==> config.mk <==
export PLATFORM = sky130hd
export DESIGN_NAME = lsb_rr_arbiter
export DESIGN_NICKNAME = d
export VERILOG_FILES = /design/src/rtl/lsb_arb_pkg.sv /design/src/rtl/lsb_prio_enc.sv /design/src/rtl/lsb_rr_arbiter.sv
export SDC_FILE = /design/constraint.sdc
export NUM_CORES = 1
export LEC_CHECK = 0
export ABC_AREA = 1
export ABC_CLOCK_PERIOD_IN_PS = 3920
export BUFFER_PORTS_ARGS = -buffer_cell sky130_fd_sc_hd__buf_2
export CORE_MARGIN = 4
export CORE_UTILIZATION = 30
export CTS_BUF_LIST = sky130_fd_sc_hd__clkbuf_4 sky130_fd_sc_hd__clkbuf_8
export DETAILED_ROUTE_END_ITERATION = 8
export HOLD_SLACK_MARGIN = 0.12
export PLACE_DENSITY = 0.53
export REMOVE_ABC_BUFFERS = 1
export SETUP_SLACK_MARGIN = 0.15
export SLEW_MARGIN = 20
export SYNTH_ARGS = -nofsm -noshare
export SYNTH_HDL_FRONTEND = slang
export SYNTH_SLANG_ARGS = --single-unit
==> constraint.sdc <==
create_clock -name clk -period 3.92 [get_ports clk]
set_clock_uncertainty 0.15 [all_clocks]
set_input_delay 0.392 -clock clk [delete_from_list [all_inputs] [get_ports clk]]
set_output_delay 0.392 -clock clk [all_outputs]
set_load 0.05 [all_outputs]
==> src/rtl/lsb_arb_pkg.sv <==
// rtl/lsb_arb_pkg.sv - shared FSM state type and default sizing for the LSB round-robin arbiter
package lsb_arb_pkg;

    typedef enum logic {
        IDLE  = 1'b0,
        GRANT = 1'b1
    } arb_state_e;

    localparam int DEF_WIDTH    = 4;
    localparam int DEF_MAX_HOLD = 8;

endpackage

==> src/rtl/lsb_prio_enc.sv <==
// rtl/lsb_prio_enc.sv - combinational LSB-first priority encoder with found flag
module lsb_prio_enc
    import lsb_arb_pkg::*;
#(
    parameter int WIDTH = DEF_WIDTH
) (
    input  logic [WIDTH-1:0]         req_i,
    output logic                     found_o,
    output logic [$clog2(WIDTH)-1:0] idx_o
);

    localparam int IW = $clog2(WIDTH);

    // The found guard makes the lowest set bit win.
    always_comb begin
        found_o = 1'b0;
        idx_o   = '0;
        for (int i = 0; i < WIDTH; i++) begin
            if (req_i[i] && !found_o) begin
                found_o = 1'b1;
                idx_o   = IW'(i);
            end
        end
    end

endmodule

==> src/rtl/lsb_rr_arbiter.sv <==
// rtl/lsb_rr_arbiter.sv - round-robin arbiter with LSB-first selection, hold limit and timeout pulse
module lsb_rr_arbiter
    import lsb_arb_pkg::*;
#(
    parameter int WIDTH    = DEF_WIDTH,
    parameter int MAX_HOLD = DEF_MAX_HOLD
) (
    input  logic                     clk,
    input  logic                     rst_n,
    input  logic [WIDTH-1:0]         req,
    input  logic                     done,
    output logic [WIDTH-1:0]         gnt,
    output logic [$clog2(WIDTH)-1:0] gnt_id,
    output logic                     timeout
);

    localparam int               IW         = $clog2(WIDTH);
    localparam int               CW         = $clog2(MAX_HOLD + 1);
    localparam logic [CW-1:0]    HOLD_LIMIT = CW'(MAX_HOLD);
    localparam logic [IW-1:0]    LAST_ID    = IW'(WIDTH - 1);

    arb_state_e       state_q;
    logic [IW-1:0]    ptr_q;
    logic [IW-1:0]    ptr_d;
    logic [IW-1:0]    gnt_id_q;
    logic [WIDTH-1:0] gnt_q;
    logic [CW-1:0]    hold_q;
    logic [CW-1:0]    hold_d;
    logic             timeout_q;

    logic [WIDTH-1:0] prio_mask;
    logic [WIDTH-1:0] masked_req;
    logic             m_found;
    logic [IW-1:0]    m_idx;
    logic             u_found;
    logic [IW-1:0]    u_idx;
    logic [IW-1:0]    sel_d;
    logic [WIDTH-1:0] gnt_d;
    logic             owner_req;
    logic             at_limit;
    logic             release_now;
    logic             timeout_d;

    // Only requesters at or above the pointer take part in the first pass.
    always_comb begin
        prio_mask = '0;
        for (int i = 0; i < WIDTH; i++) begin
            prio_mask[i] = (IW'(i) >= ptr_q);
        end
    end

    assign masked_req = req & prio_mask;

    lsb_prio_enc #(.WIDTH(WIDTH)) u_masked_enc (
        .req_i   (masked_req),
        .found_o (m_found),
        .idx_o   (m_idx)
    );

    lsb_prio_enc #(.WIDTH(WIDTH)) u_unmasked_enc (
        .req_i   (req),
        .found_o (u_found),
        .idx_o   (u_idx)
    );

    assign sel_d       = m_found ? m_idx : u_idx;
    assign gnt_d       = WIDTH'(1) << sel_d;
    assign owner_req   = req[gnt_id_q];
    assign at_limit    = (hold_q == HOLD_LIMIT);
    assign release_now = done || !owner_req || at_limit;
    assign timeout_d   = at_limit && !done && owner_req;
    assign hold_d      = hold_q + 1'b1;
    assign ptr_d       = (gnt_id_q == LAST_ID) ? '0 : gnt_id_q + 1'b1;

    always_ff @(posedge clk or negedge rst_n) begin
        if (!rst_n) begin
            state_q   <= IDLE;
            ptr_q     <= '0;
            hold_q    <= '0;
            gnt_q     <= '0;
            gnt_id_q  <= '0;
            timeout_q <= 1'b0;
        end else begin
            case (state_q)
                IDLE: begin
                    timeout_q <= 1'b0;
                    if (u_found) begin
                        state_q  <= GRANT;
                        gnt_q    <= gnt_d;
                        gnt_id_q <= sel_d;
                        hold_q   <= CW'(1);
                    end else begin
                        gnt_q    <= '0;
                        gnt_id_q <= '0;
                    end
                end
                GRANT: begin
                    if (release_now) begin
                        state_q   <= IDLE;
                        gnt_q     <= '0;
                        gnt_id_q  <= '0;
                        ptr_q     <= ptr_d;
                        hold_q    <= '0;
                        timeout_q <= timeout_d;
                    end else begin
                        hold_q    <= hold_d;
                    end
                end
                default: begin
                    state_q   <= IDLE;
                    gnt_q     <= '0;
                    gnt_id_q  <= '0;
                    hold_q    <= '0;
                    timeout_q <= 1'b0;
                end
            endcase
        end
    end

    assign gnt     = gnt_q;
    assign gnt_id  = gnt_id_q;
    assign timeout = timeout_q;

endmodule

# After elaboration in Yosys (flattened, before gate mapping)
# Index checks and enable logic that the tools add are counted.
[totals]
regBits = 14
latchBits = 0
ramBits = 0
romBits = 0
in_bits = 7
output_inout_bits = 7
wordCells = 71
memories = 0
[classes]
add_sub_neg = 2
multipliers = 0
div_mod_pow = 0
magnitude_cmp = 5
eq_ne = 4
shifts = 1
muxes = 32
n_bitwise = 2
n_reduce_logical = 19
[ops]
columns = ["cell", "n"]
rows = [
  ["two-way mux 2 bit", 8],
  ["two-way mux 4 bit", 4],
  ["case mux 4 bit (2 select lines)", 2],
  ["two-way mux 1 bit", 14],
  ["logical AND 1 bit", 8],
  ["logical NOT 1 bit", 8],
  ["adder 4 x 1 -> 4 bit, second input constant", 1],
  ["bitwise AND 4 bit", 1],
  ["equality test 4 bit, second input constant", 1],
  [">= comparator 1 x 2 -> 1 bit, first input constant", 2],
  [">= comparator 2 bit, first input constant", 2],
  ["case mux 1 bit (2 select lines)", 2],
  ["case mux 2 bit (2 select lines)", 1],
  ["<< shifter 1 x 2 -> 4 bit, first input constant", 1],
  ["less-than comparator 2 x 3 -> 1 bit, second input constant", 1],
  ["adder 2 x 1 -> 2 bit, second input constant", 1],
  ["binary-select mux 1 bit (select 2 bit)", 1],
  ["equality test 2 bit, second input constant", 1],
  ["logical OR 1 bit", 2],
  ["inequality test 2 x 1 -> 1 bit, second input constant", 1],
  ["inequality test 2 bit, second input constant", 1],
  ["AND reduction 2 bit", 1],
  ["inverter 1 bit", 1],
]

# Longest topological paths before layout
# Gate-level depths: netlist (run 1).
[logic_depth]
ltp_word = 16
depth_mapped = 8
ltp_nobuf = 8

# Modules after synthesis
# From an unflattened synthesis (run 1), not the netlist that was laid out.
[unflattened]
cells_unflattened = 113
area_unflattened_um2 = 884.6
[modules_own_cells]
columns = ["module", "n_inst", "cells_per_inst", "area_each_um2", "seq_area_each_um2"]
rows = [
  ["lsb_rr_arbiter", 1, 97, 812.0, 350.3],
  ["lsb_prio_enc", 2, 8, 36.3, 0.0],
]

# Worst setup path after synthesis (run 1)
# OpenSTA, ideal clock, no wires.
[synth_timing]
kind = "reg2reg"
start = "register gnt_id_q[0] (netlist: gnt_id[0])"
end = "register gnt_q[1] (netlist: gnt[1])"
setup_ps = 65
arrival_time_ps = 1345
t_required_ps = 3705
path_slack_ps = 2359
path_stages_with_launch = 9
n_path_buf = 0
synth_period_minus_slack_ps = 1561
cell_sequence = "dfrtp_1 inv_2 nand2_1 nand3_2 nand2_2 nand3_4 nor2_4 nand2_1 nand2_1"
[synth_via]
elab_chain_cells = 6
[synth_rtl]
columns = ["item", "line_no", "source"]
rows = [
  ["start: declaration", "lsb_rr_arbiter.sv:25", "logic [IW-1:0] gnt_id_q;"],
  ["start signal: assignment", "lsb_rr_arbiter.sv:90", "gnt_id_q <= sel_d;"],
  ["binary-select mux 1 bit (select 2 bit)", "lsb_rr_arbiter.sv:68", "assign owner_req = req[gnt_id_q];"],
  ["two-way mux 1 bit (implied by the code)", "lsb_rr_arbiter.sv:68", ""],
  ["logical NOT 1 bit", "lsb_rr_arbiter.sv:70", "assign release_now = done || !owner_req || at_limit;"],
  ["logical OR 1 bit (2 in a row)", "lsb_rr_arbiter.sv:70", ""],
  ["inequality test 2 x 1 -> 1 bit (no line)", "--", ""],
  ["end signal: assignment", "lsb_rr_arbiter.sv:89", "gnt_q <= gnt_d;"],
  ["end: declaration", "lsb_rr_arbiter.sv:26", "logic [WIDTH-1:0] gnt_q;"],
]
# No other way between the ends. The select of a mux whose other input is x is not followed.
# A chain may end at the register's enable or synchronous reset.

# Worst setup path after layout (run 1)
[layout_timing]
start = "register gnt_id_q[0] (netlist: gnt_id[0])"
end = "output gnt_id[0]"
[layout_rtl]
columns = ["item", "line_no", "source"]
rows = [
  ["end: declaration", "lsb_rr_arbiter.sv:13", "output logic [$clog2(WIDTH)-1:0] gnt_id,"],
]
# No word-level cell between the ends.

==> flow_metrics.env, run 1 <==
export IMPL_critPathBufInv=1
export IMPL_antenna_found_initial=0
export IMPL_port_buffers=13
export IMPL_arrival_ns=1.05
export IMPL_initial_core_util_pct=32.4
export IMPL_drive_gt1_share_pct=22.1
export IMPL_crit_family="flip-flops"
export IMPL_hpwl_um=1380
export IMPL_hold_viol=0
export IMPL_fin_tns_setup_ns=0
export IMPL_status="finished, final reports clean"
export IMPL_hold_slack_ns=0.260
export IMPL_viasPerCell=4.66
export IMPL_dr_pass1_iters=4
export IMPL_synth_area_per_cell_sq_um=7.86
export IMPL_p_seq_share_pct=35.2
export IMPL_reg2reg_from="state_q$_DFF_PN0_"
export IMPL_yosys_warnings=0
export IMPL_tightestPinTransition_ns=0.393
export IMPL_maxCapViolations=0
export IMPL_coreArea_sq_um=2540
export IMPL_grt_pass1_vias=693
export IMPL_antenna_cells=0
export IMPL_chipHeight_um=60.5
export IMPL_cp_start_kind="register"
export IMPL_row_count=18
export IMPL_p_int_mw=0.354
export IMPL_rrSetupSlack_ns=2.41
export IMPL_clockPowerShare_pct=14.9
export IMPL_final_net_count=133
export IMPL_ys_top_cells_by_area="dfrtp_1 (42%), nand2_1 (14%), inv_1 (5.0%), ha_1 (4.5%), nand3_1 (4.2%)"
export IMPL_rsz0062_at_grt="false"
export IMPL_holdPathStages=4
export IMPL_powerDensity_nw_per_um2=733
export IMPL_yosysTopAreaCell="dfrtp_1"
export IMPL_crit_chain="buf_2"
export IMPL_clk_insertion_delay_late_ns=0.28
export IMPL_setup_viol=0
export IMPL_crit_slowest_cell="dfrtp_1"
export IMPL_dieArea_sq_um=3660
export IMPL_finalWirelength_um=1730
export IMPL_overflow=0
export IMPL_cts_resized_gates=0
export IMPL_gp_congestion=0.803
export IMPL_min_to="timeout$_DFFE_PN0P_"
export IMPL_final_max_slew_violation_count=0
export IMPL_cts_tree="built"
export IMPL_cts_buffers=3
export IMPL_timing_final_crit_share_pct=40.7
export IMPL_critPathCaptureType="output pin"
export IMPL_grt_max_degree=15
export IMPL_yosysSeqAreaShare_pct=42.4
export IMPL_die_w_um=60.5
export IMPL_clock_fmax_mhz=626
export IMPL_vias=709
export IMPL_critPathMaxFanout=6
export IMPL_min_delay_path_class="primary input to register"
export IMPL_cts_root_buf="clkbuf_4"
export IMPL_timing_worst_setup_path_type="register to output pin"
export IMPL_power_switching_mw=0.352
export IMPL_ir_worst_vdd_mv=0.398
export IMPL_post_route_min_period_ns=1.60
export IMPL_relSlewSlack_pct=73.8
export IMPL_pin_count=14
export IMPL_grt_usage_pct=11.4
export IMPL_p_comb_share_pct=49.9
export IMPL_r2r_cells=5
export IMPL_syn_to_final_growth_pct=16.7
export IMPL_ant_nets=0
export IMPL_grt_pass1_wl_um=3060
export IMPL_synth_cells=105
export IMPL_wl_per_cell_um=11.4
export IMPL_drtIter0Drc=26
export IMPL_r2r_end="hold_q[3]$_DFFE_PN0P_"
export IMPL_ys_types=22
export IMPL_clk_path_buf_depth=2
export IMPL_syn_cell_area_sq_um=826
export IMPL_worstPathRequired_ns=3.38
export IMPL_clock_sinks=14
export IMPL_drc=0
export IMPL_min_from="done"
export IMPL_leakage_nw=0.504
export IMPL_synth_top_area_share_pct=42.4
export IMPL_p_sw_share_pct=49.8
export IMPL_critPathMaxStageDelay_ns=0.47
export IMPL_path_clk_slew_ns=0.09
export IMPL_synth_seq_cells=14
export IMPL_htree_num_levels=1
-- Yosys cell counts, drive strengths merged --
master and n:
nor2 10, nand4 4, dfrtp 14, nor3 1, o21a 1, o21ai 2
buf 1, nand2 34, or2 1, inv 14, a21oi 6, xor2 2
nand3 10, ha 3, o21bai 2
-- cells by family (layout without fill, tap and decap cells) --
logic type | count (synthesis) | count (layout) | synth area share [%]
flip-flops | 14 | 14 | 42.4
buffers and inverters | 15 | 32 | 7.73
XOR/XNOR | 2 | 2 | 2.12
adder cells (fa/ha/maj) | 3 | 3 | 4.55
AND/OR/NAND/NOR | 60 | 60 | 35.6
AO/OA/AOI/OAI | 11 | 11 | 7.57
-- layer usage --
| layer | wire (um) | up-vias | track usage, % | part of all wire (%) |
|---|---|---|---|---|
| met5 | 0 | - | 0 | 0 |
| met4 | 15 | 0 | 2.79 | 0.87 |
| met3 | 112 | 2 | 4.04 | 6.5 |
| met2 | 753 | 19 | 17.1 | 43 |
| met1 | 851 | 314 | 15.6 | 49 |
| li1 | - | 374 | - | - |
-- flip-flops by register name, indices dropped and copies added, names as in the netlist --
register  count
state_q       1
hold_q        4
gnt_id        2
ptr_q         2
gnt           4
timeout       1
-- power groups by stage --
| stage | Combinational (mW) | Clock (mW) | Sequential (mW) |
|---|---|---|---|
| finish | 0.352 | 0.105 | 0.249 |
| global placement | 0.353 | 0 | 0.253 |
| floorplan | 0.191 | 0 | 0.327 |
| CTS | 0.356 | 0.111 | 0.249 |
| global route | 0.396 | 0.115 | 0.260 |
| detailed placement | 0.354 | 0 | 0.252 |
-- worst max-delay path by stage --
stage,start,end,slack (ns),cells past startpoint
final,gnt_id[0]$_DFFE_PN0P_,gnt_id[0],2.32,1
after global routing,gnt_id[0]$_DFFE_PN0P_,gnt_id[0],2.25,1
after CTS,gnt_id[0]$_DFFE_PN0P_,gnt_id[0],2.29,1
after detailed placement,req[0],hold_q[3]$_DFFE_PN0P_,2.39,6
after global placement,req[0],hold_q[2]$_DFFE_PN0P_,2.40,6
after floorplan,gnt_id[0]$_DFFE_PN0P_,gnt[1]$_DFFE_PN0P_,2.36,8
-- cell type report --
| type | count | area [sq um] |
|---|---|---|
| Tap cell | 30 | 37.5 |
| Clock buffer | 4 | 36.3 |
| Fill cell | 274 | 1580 |
| Multi-Input combinational cell | 76 | 412 |
| Timing Repair Buffer | 14 | 75.1 |
| Sequential cell | 14 | 350 |
| Inverter | 14 | 52.6 |
-- cell usage in the layout, fill, tap and decap left out, drive strengths merged --
master	count
inv	14
xor2	2
buf	13
or2	1
dlygate4sd3	1
o21bai	2
o21ai	2
nor2	10
nor3	1
clkbuf	4
dfrtp	14
a21oi	6
nand2	34
nand3	10
nand4	4
ha	3
o21a	1
-- metrics by stage --
step / std cells / util, % / worst slack, ns / power (mW) / instance area (sq um)
after CTS: 152 / 37.9 / 2.29 / 0.717 / 963
after floorplan: 104 / - / 2.36 / 0.518 / 815
after global routing: 152 / 37.9 / 2.25 / 0.772 / 963
final: 152 / 37.9 / 2.32 / 0.706 / 963
after global placement: 147 / 36.0 / 2.40 / 0.605 / 917
after detailed placement: 147 / 36.0 / 2.39 / 0.606 / 917
-- worst reg2reg max path, cell delays in order (launching register included) --
cell     delay (ns)
dfrtp_1        0.53
inv_2          0.18
nand4_1        0.21
nand2_1        0.13
xor2_1         0.16
nor2_1         0.06
-- repair_timing --
action                                  4_1_cts  5_1_grt
endpoints found under the setup margin        0        0
hold buffers                                  1        0
hold endpoints to repair                     14        0
setup buffers                                 0        0
(Power assumes the default switching activity.)
==> run 2: changes to the inputs <==
- ABC_AREA: 1 -> 0
- ABC_CLOCK_PERIOD_IN_PS: 3920 -> 1400
- PLACE_DENSITY: 0.53 -> 0.55
- clock period: 3.92 -> 1.4 ns (I/O delays scaled with it)
==> run 2 against run 1 <==
Effect of this change: the flow now finishes with violations (negative setup slack); clock power grew to 2.9 times the previous value; cell area is 31% higher; utilization rose by 13 points; hold slack got worse by 0.13 ns; sequential power grew to 2.7 times the previous value; first-iteration DRC count is 42% lower; area after synthesis fell by 4.5%; largest cell class unchanged; critical path depth grew 4; die area is 3.9% lower; synthesized cell count fell by 33%.
==> flow_metrics.env, run 2 <==
export IMPL_synth_area_per_cell_sq_um=11.3
export IMPL_critPathCaptureType="register"
export IMPL_stdcell_count=147
export IMPL_final_common_cell="buf_4"
export IMPL_critPathMaxStageDelay_ns=0.43
export IMPL_ir_worst_vdd_mv=1.19
export IMPL_timing_worst_setup_path_type="register to register"
export IMPL_synth_area_mux_share_pct=6.19
export IMPL_path_depth=5
export IMPL_synth_top_area_share_pct=44.4
export IMPL_synth_most_common_cell="dfrtp_1"
export IMPL_powerDensity_nw_per_um2=2000
export IMPL_synth_seq_cells=14
export IMPL_grt_usage_pct=13.8
export IMPL_min_delay_path_class="primary input to async pin"
export IMPL_coreArea_sq_um=2500
export IMPL_arrival_ns=1.68
export IMPL_drive_gt1_share_pct=58.1
export IMPL_hold_viol=0
export IMPL_timing_final_crit_share_pct=118
export IMPL_r2r_cells=5
export IMPL_grt_pass1_vias=816
export IMPL_antenna_found_initial=0
export IMPL_critPathMaxFanout=3
export IMPL_synth_xor_area_share_pct=0
export IMPL_viasPerCell=5.12
export IMPL_yosys_top_cells_count="dfrtp_1 (14), nor2_1 (5), a22o_2 (4), inv_1 (4)"
export IMPL_reg2reg_from="gnt_id[1]$_DFFE_PN0P_"
export IMPL_grt_max_degree=15
export IMPL_worstPathRequired_ns=1.43
export IMPL_die_w_um=59.3
export IMPL_cts_tree="built"
export IMPL_seqCellArea_sq_um=350
export IMPL_ys_types=33
export IMPL_synth_compound_area_share_pct=26.0
export IMPL_ys_top_cells_by_area="dfrtp_1 (44%), a22o_2 (5.1%), ha_1 (4.8%), mux2_2 (4.3%), a32oi_4 (3.5%)"
export IMPL_violations="negative setup slack"
export IMPL_place_ws_ns=-0.333
export IMPL_cts_buffers=3
export IMPL_synth_ff_type="dfrtp_1"
export IMPL_clk_insertion_delay_late_ns=0.28
export IMPL_clk_path_buf_depth=2
export IMPL_grt_pass1_wl_um=3540
export IMPL_syn_to_final_growth_pct=60.3
export IMPL_path_clk_slew_ns=0.10
export IMPL_final_net_count=128
export IMPL_status="finished, violations left"
export IMPL_drc=0
export IMPL_rrSetupSlack_ns=-0.25
export IMPL_post_route_min_period_ns=1.65
export IMPL_fillers=245
export IMPL_cts_root_buf="clkbuf_4"
export IMPL_relSlewSlack_pct=72.8
export IMPL_ant_nets=0
export IMPL_synth_top_family_by_area="compound AO/OA/AOI/OAI gates"
export IMPL_synth_simple_gate_area_share_pct=16.0
export IMPL_synth_cells=70
export IMPL_setup_viol=15
export IMPL_pin_count=14
export IMPL_dr_pass1_iters=4
export IMPL_finalWirelength_um=2160
export IMPL_cp_start_kind="register"
export IMPL_leakage_nw=0.591
export IMPL_antenna_cells=0
export IMPL_fin_ws_ns=-0.250
export IMPL_crit_family="flip-flops"
export IMPL_r2r_end="hold_q[3]$_DFFE_PN0P_"
export IMPL_clock_fmax_mhz=606
export IMPL_crit_chain="mux2_4 > a32oi_4 > buf_4 > nor3b_1 > a31o_1"
export IMPL_final_cell_mix="buf_4 (27), dfrtp_1 (14), buf_2 (8)"
export IMPL_final_max_slew_violation_count=0
export IMPL_clock_sinks=14
export IMPL_port_buffers=13
export IMPL_row_count=18
export IMPL_wl_per_cell_um=14.7
export IMPL_maxCapViolations=0
export IMPL_rsz0062_at_grt="true"
export IMPL_synth_edff_count=0
export IMPL_critPathBufInv=1
export IMPL_dieArea_sq_um=3510
export IMPL_yosysSeqAreaShare_pct=44.4
export IMPL_overflow=0
export IMPL_yosysTopAreaCell="dfrtp_1"
export IMPL_crit_slowest_cell="dfrtp_1"
export IMPL_initial_core_util_pct=31.5
export IMPL_multiInputGateArea_sq_um=482
export IMPL_synthAdderAreaFrac_pct=4.76
export IMPL_yosys_warnings=0
export IMPL_hpwl_um=1550
export IMPL_syn_cell_area_sq_um=788
export IMPL_gp_congestion=0.750
export IMPL_place_inst=138
export IMPL_async_flop_share_pct=100
export IMPL_vias=753
export IMPL_chipHeight_um=59.3
export IMPL_drtIter0Drc=15
export IMPL_crit_start="gnt_id[1]$_DFFE_PN0P_"
export IMPL_tightestPinTransition_ns=0.405
export IMPL_htree_num_levels=1
## run 2: worst max path at each step
stage / endpoint / slack, ns
2_1_floorplan: hold_q[2]$_DFFE_PN0P_ / -0.63
3_3_place_gp: hold_q[2]$_DFFE_PN0P_ / -0.28
3_5_place_dp: hold_q[2]$_DFFE_PN0P_ / -0.33
4_1_cts: hold_q[3]$_DFFE_PN0P_ / -0.25
5_1_grt: hold_q[3]$_DFFE_PN0P_ / -0.29
6_report: hold_q[3]$_DFFE_PN0P_ / -0.25
## run 2: area by class of cell
class | instances | share of cell area (%)
Clock buffer | 4 | 2.87
Inverter | 4 | 1.19
Multi-Input combinational cell | 51 | 38.1
Sequential cell | 14 | 27.7
Tap cell | 30 | 2.97
Timing Repair Buffer | 44 | 27.1
## run 2: repair_timing
item | in CTS | in global routing
resized for setup | 15 | 13
endpoints found under the hold margin | 14 | 0
buffers inserted | 3 | 1
endpoints found under the setup margin | 16 | 19
hold buffers | 1 | 0
pin swaps | 13 | 2
## run 2: worst register-to-register path: stages, from the launching register on
cell and delay (ns):
dfrtp_1 0.43, mux2_4 0.34, a32oi_4 0.24, buf_4 0.17, nor3b_1 0.04, a31o_1 0.18
## run 2: cell families after synthesis
kind of cell               Yosys count
DFF                                 14
muxes                                4
AOI/OAI and AO/OA                   23
buffers and inverters                5
adders and majority gates            3
and+or+nand+nor                     21
## run 2: routing by layer
metal	track usage, %	part of all wire, %	wire [um]
met5	0	0	0
met3	1.96	3.6	78
met2	23.9	52	1130
met4	6.80	0.93	20
met1	16.5	43	934
## run 2: where the power goes
part	internal (mW)	switching, mW	total [mW]
Combinational	0.770	0.790	1.56
Clock	0.158	0.146	0.304
Sequential	0.538	0.122	0.660
## run 2: per-stage QoR
| step | util (%) | cell area [sq um] | total power [mW] | TNS [ns] | hold slack (ns) |
|---|---|---|---|---|---|
| floorplan | - | 783 | 1.38 | -6.56 | -0.306 |
| global placement | 43.2 | 1080 | 1.86 | -2.66 | -0.0899 |
| detailed placement | 43.2 | 1080 | 1.89 | -3.17 | -0.0867 |
| CTS | 48.3 | 1210 | 2.40 | -2.66 | 0.128 |
| global route | 50.6 | 1260 | 2.67 | -3.42 | 0.171 |
| finish | 50.6 | 1260 | 2.52 | -2.59 | 0.133 |
